$ cat src/rtl/key_event_decoder.sv
// key_event_decoder: turns debounced key_flag/key_state events into click, double-click,
// long-press and auto-repeat pulses, plus a hold level and a press counter.
module key_event_decoder #(
  parameter logic [31:0] LONG_CNT    = 32'd50_000_000,
  parameter logic [31:0] DBL_GAP_CNT = 32'd12_500_000,
  parameter logic [31:0] REPEAT_CNT  = 32'd5_000_000
) (
  input  logic       Clk,
  input  logic       Reset,
  input  logic       key_flag,
  input  logic       key_state,
  output logic       single_click,
  output logic       double_click,
  output logic       long_press,
  output logic       repeat_tick,
  output logic       hold_active,
  output logic [7:0] press_cnt
);
  typedef enum logic [2:0] {IDLE, PRESS1, WAIT2, PRESS2, LONG} state_t;
  state_t state, next;
  logic [31:0] cnt;
  logic press_ev, rel_ev, sc_n, dc_n, lp_n, rt_n, run, clr, accept;
  assign press_ev = key_flag & ~key_state;
  assign rel_ev   = key_flag & key_state;
  assign run      = state inside {PRESS1, WAIT2, LONG};
  assign accept   = press_ev & (state == IDLE || state == WAIT2);
  // a repeat period expiring restarts the count without leaving LONG
  assign clr      = (next != state) | rt_n;
  always_comb begin
    next = state;
    sc_n = 1'b0;
    dc_n = 1'b0;
    lp_n = 1'b0;
    rt_n = 1'b0;
    case (state)
      IDLE:   next = press_ev ? PRESS1 : IDLE;
      PRESS1: begin
        lp_n = ~rel_ev & (cnt == LONG_CNT - 32'd1);
        next = rel_ev ? WAIT2 : lp_n ? LONG : PRESS1;
      end
      WAIT2:  begin
        sc_n = ~press_ev & (cnt == DBL_GAP_CNT - 32'd1);
        next = press_ev ? PRESS2 : sc_n ? IDLE : WAIT2;
      end
      PRESS2: begin
        dc_n = rel_ev;
        next = rel_ev ? IDLE : PRESS2;
      end
      LONG:   begin
        rt_n = ~rel_ev & (cnt == REPEAT_CNT - 32'd1);
        next = rel_ev ? IDLE : LONG;
      end
      default: next = IDLE;
    endcase
  end
  always_ff @(posedge Clk) begin
    if (Reset) begin
      state        <= IDLE;
      cnt          <= '0;
      single_click <= 1'b0;
      double_click <= 1'b0;
      long_press   <= 1'b0;
      repeat_tick  <= 1'b0;
      hold_active  <= 1'b0;
      press_cnt    <= '0;
    end else begin
      state        <= next;
      cnt          <= clr ? '0 : run ? cnt + 32'd1 : cnt;
      single_click <= sc_n;
      double_click <= dc_n;
      long_press   <= lp_n;
      repeat_tick  <= rt_n;
      hold_active  <= next == LONG;
      press_cnt    <= press_cnt + {7'd0, accept};
    end
  end
endmodule

$ cat config.mk
export PLATFORM = sky130hd
export DESIGN_NAME = key_event_decoder
export DESIGN_NICKNAME = d
export VERILOG_FILES = /design/src/rtl/key_event_decoder.sv
export SDC_FILE = /design/constraint.sdc
export NUM_CORES = 1
export LEC_CHECK = 0
export CORE_MARGIN = 2
export CORE_UTILIZATION = 53
export CTS_CLUSTER_SIZE = 25
export DETAILED_ROUTE_END_ITERATION = 8
export PLACE_DENSITY_LB_ADDON = 0.25
export SYNTH_ARGS = -nofsm -noshare
export SYNTH_HDL_FRONTEND = slang
export SYNTH_SLANG_ARGS = --single-unit
$ cat constraint.sdc
create_clock -name Clk -period 1.6 [get_ports Clk]
set_input_delay 0.32 -clock Clk [delete_from_list [all_inputs] [get_ports Clk]]
set_output_delay 0.32 -clock Clk [all_outputs]
set_load 0.005 [all_outputs]
* Yosys cells after proc, flatten, opt, wreduce, memory -nomap -nowiden
Index checks and enable logic that the tools add are counted.
Word-level totals: bits in registers 48, bits of input ports 4, output and inout port bits 13, word-level logic and storage cells 48
Cells by class: add/sub/neg operators 2, eq/ne operators 9, mux-type cells 9, bitwise operators 13, reductions and logical operators 7
Operator list (count):
- 32-bit by 1-bit adder with 32-bit output, second input constant | 1
- 32-bit by 23-bit equality test with 1-bit output, second input constant | 1
- 32-bit by 24-bit equality test with 1-bit output, second input constant | 1
- 32-bit by 26-bit equality test with 1-bit output, second input constant | 1
- 3-bit one-hot mux with 5 select lines | 1
- 3-bit 2-to-1 mux | 3
- 8-bit by 1-bit adder with 8-bit output | 1
- 2-bit OR reduction | 4
- 1-bit AND | 6
- 3-bit by 2-bit equality test with 1-bit output, second input constant | 2
- 3-bit equality test, second input constant | 2
- 2-bit 2-to-1 mux | 3
- 1-bit NOT | 6
- 3-bit by 1-bit equality test with 1-bit output, second input constant | 1
- 3-bit logical NOT | 1
- 3-bit != test | 1
- 3-bit nonzero test | 1
- 1-bit 2-to-1 mux | 2
- 1-bit logical OR | 1
- 1-bit bitwise OR | 1

* Depth between registers and ports, before layout
word-level depth 10, gate-level depth with buffers 8

* Worst setup path after synthesis
Ideal clock, no wire load.
kind register to register, from register cnt[10], to register cnt[22], setup time 124 ps, data arrival time 1674 ps, required time 1476 ps, slack -198 ps, stages on the path, launching flop included 8, buffers on the path 2, period minus slack after synthesis 1798 ps, cell sequence dfxtp_1 clkbuf_1 nor4b_1 nand4b_1 or4_1 nand3_2 buf_4 nor3_1
On the way: longest elaborated chain between the ends 8, elaborated cells on any way between the ends 16
RTL lines:
- start, declared | line 21 | logic [31:0] cnt;
- start signal, assigned | line 68 | cnt <= clr ? '0 : run ? cnt + 32'd1 : cnt;
- 32-bit by 26-bit equality test with 1-bit output or 32-bit by 24-bit equality test with 1-bit output (tied branches) | line 38, 42
- 1-bit AND (on tied branches) | line 38, 42
- 3-bit 2-to-1 mux or 2-bit 2-to-1 mux (tied branches) (2 in series) | line 39, 43
- 3-bit one-hot mux with 5 select lines | line 35 | case (state)
- 3-bit != test | line 28 | assign clr = (next != state) | rt_n;
- 1-bit bitwise OR | line 28
- 2-bit OR reduction (no line)
Several ways; a longest one is shown, not always the timed one. A chain may end at the register's enable or synchronous reset.

* Worst setup path in the final report
from register cnt[11], to register cnt[18]
The elaborated chain is that of the path after synthesis.

==> flow_summary.ini <==
[run_status]
status = finished, violations left
failed_checks = negative setup slack

[sta]
setup_slack_ns = -0.6157
slew_headroom_pct = 53.06
clock.fmax_mhz = 451.3
fin_tns_setup_ns = -18.53
finalSetupViolCount = 38
fin_crit_ns = 2.216
worstMarginPinSlew_ns = 0.7010
slew_viol_final = 0
rsz0062_at_grt = true
finalCritPeriodShare_pct = 138.5
hold-worst-slack_ns = 0.5419
hold_violations = 0
finClkSkew_ns = 0.009216

[finish]
nNetsFinal = 387
finalNonFillerCells = 435
n_antenna_cell = 0
utilization_pct = 86.95
nFillCells = 201
layout-drive-gt1-share_pct = 47.77
syn_to_final_growth_pct = 59.56
layout_commonest_cell = buf_4
fin_area_mm2 = 0.004053
layout_common_cells = buf_4, xnor2_1, dfxtp_1

[worst_setup_path]
arrival_ns = 2.40
required_ns = 1.78
timing.rr.end = cnt[18]$_SDFFE_PP0P_
timing.rr.start = cnt[11]$_SDFFE_PP0P_
crit_buf_inv = 3
path_max_fanout = 5
critPathTopFamily = simple AND/OR/NAND/NOR gates
cp_cell_sequence = buf_4, nor2b_1, nand4_1, or4_4, nand3_4, buf_12, clkbuf_16, nor3_1
critPathLaunchType = flop
worstSetupPathType = reg -> reg
r2r_cells = 8
cp-end-kind = flop
r2r_setup_slack_ns = -0.62
slowest_delay_ns = 0.62
critPathSlowestCell = or4_4

[place]
gp_congestion = 0.8904
dpl.hpwl_um = 4949
portBuffers = 16
place_area_mm2 = 0.003496
dp.cells = 411

[global_routing]
grt_max_degree = 15
grt.overflow.total = 0
track_usage_pct = 32.47
first_global_vias = 2687
grt_pass1_wl_um = 13130
antenna_found_initial = 0

[power]
vdd_drop_max_mv = 0.4604
power_density_mw_per_mm2 = 576.0
p_leak_nw = 1.528
internal_power_w = 0.001792
comb_power_share_pct = 10.2
switchingPower_w = 0.0005426
pwr-share-seq_pct = 51.8
p_sw_share_pct = 23.24
p_clk_share_pct = 38.0

[floorplanning]
start_util_pct = 54.50
fp.dieW_um = 73.23
coreArea_mm2 = 0.004661
ioPinCount = 17
dieArea_mm2 = 0.005362
die_h_um = 73.23
std_cell_rows = 25

[route]
avgRoutedWirePerCell_um = 23.11
drcViolationCount = 0
ant_nets = 0
drt_iter0_drc = 314
avgViaCountPerCell = 6.457
dr.pass1.iters = 5
drt_wl_total_um = 10050
num_vias = 2809

[synthesis]
seq_area_frac_synth_pct = 37.83
synth_flop_cell = dfxtp_1
synth_top_area_share_pct = 37.83
netlist_area_mm2 = 0.002540
ys_seq_elements = 48
synth_area_per_cell_um2 = 8.943
yosys.area_share.xor_xnor_pct = 14.09
synthMuxAreaShare_pct = 0.3941
yosysTopAreaCell = dfxtp_1
synthAdderAreaFrac_pct = 1.478
ys_warn_count = 0
synth-compound-area-share_pct = 4.039
synth_area_leaders = dfxtp_1, xnor2_1, nor3_1
synth_edf_count = 0
synth.distinct_cells = 42
synthSimpleGateAreaFrac_pct = 36.85
async_reset_ff_share_pct = 0
syn_nets = 291
synth_cells = 284
synth_top_family_by_area = simple AND/OR/NAND/NOR gates

[worst_hold_path]
min_to = press_cnt[7]$_SDFF_PP0_
hold_depth = 2
worstHoldStart = press_cnt[7]$_SDFF_PP0_
min_path_type = reg -> reg

[clock_tree]
numCtsBuffers = 5
clockBufferDepth = 2
cts_tree = built
ctsHoldBuffers = 0
cts-root-buf = clkbuf_8
ctsHtreeMaxLevel = 2
clk-insertion-delay-late_ns = 0.31
cts.clk_slew.worst_paths_ns = 0.09
clock-sinks = 48

[job]
maxCapViolations = 0
[cell families after synthesis]
| family | Yosys count |
|---|---|
| buffers and inverters | 26 |
| flip-flops | 48 |
| AO/OA/AOI/OAI | 13 |
| AND/OR/NAND/NOR | 153 |
| XOR/XNOR | 40 |
| adder cells (fa/ha/maj) | 3 |
| multiplexers | 1 |
[worst min-delay path, delay by kind of cell, from the launching register on]
kind	cells	cell delay (ns)
flip-flops	1	0.35
AND/OR/NAND/NOR	1	0.08
XOR/XNOR	1	0.07
[power by group through the flow]
stage          Clock, W  Sequential (W)  Combinational, W
2_1_floorplan         0         0.00123         0.0000774
3_3_place_gp          0         0.00124          0.000137
3_5_place_dp          0         0.00124          0.000141
4_1_cts        0.000869         0.00121          0.000205
5_1_grt        0.000925         0.00121          0.000245
6_report       0.000887         0.00121          0.000239
[what timing repair did]
action / 4_1_cts / 5_1_grt
setup endpoints to repair: 44 / 43
pin swaps: 13 / 7
gates cloned: 4 / 1
endpoints found under the hold margin: 0 / 0
resized for setup: 29 / 31
setup buffers: 8 / 4
[worst max path at each step]
stage / startpoint / end / slack [ns] / cells after the start
2_1_floorplan: cnt[10]$_SDFFE_PP0P_ / cnt[27]$_SDFFE_PP0P_ / -0.09 / 7
3_3_place_gp: key_flag / cnt[7]$_SDFFE_PP0P_ / -0.48 / 7
3_5_place_dp: key_flag / cnt[6]$_SDFFE_PP0P_ / -0.60 / 7
4_1_cts: cnt[13]$_SDFFE_PP0P_ / cnt[6]$_SDFFE_PP0P_ / -0.28 / 7
5_1_grt: cnt[11]$_SDFFE_PP0P_ / cnt[18]$_SDFFE_PP0P_ / -0.54 / 8
6_report: cnt[11]$_SDFFE_PP0P_ / cnt[18]$_SDFFE_PP0P_ / -0.62 / 8
[cells in the mapped netlist (6+ instances only)]
cell,instances
dfxtp_1,48
nor3_1,35
xnor2_1,30
nand3_1,19
nor2_1,19
nand2_1,12
nor4_1,11
inv_1,10
xor2_1,9
and3_1,7
nand4_1,7
nor3_2,7
nor4_2,7
buf_2,6
buf_4,6
[cell type report]
type                            instances  area, um2  area share (%)
Clock buffer                            6      72.57           1.791
Clock inverter                          2      35.03          0.8645
Inverter                               10      37.54          0.9262
Multi-Input combinational cell        210       1798           44.37
Sequential cell                        48      994.7           24.54
Tap cell                               54      67.56           1.667
Timing Repair Buffer                  105       1047           25.84
[flip-flops by register name, summed over array words and instances, names as in the netlist]
register	flops
single_click	1
press_cnt	8
hold_active	1
repeat_tick	1
long_press	1
cnt	32
state	3
double_click	1
[layer usage]
metal  part of all wire, %  vias up  GRT usage (%)
li1                      -     1203              -
met1                    36     1337          38.15
met2                    49      192          53.55
met3                   7.8       77          6.630
met4                   6.4        0          20.58
met5                     0        -              0
[through the flow]
step | total power, W | setup slack [ns]
floorplan | 0.001310 | -0.09428
global placement | 0.001374 | -0.4783
detailed placement | 0.001379 | -0.5953
CTS | 0.002284 | -0.2800
global route | 0.002379 | -0.5439
finish | 0.002334 | -0.6157
No activity file was read; power rests on OpenSTA's default activity.
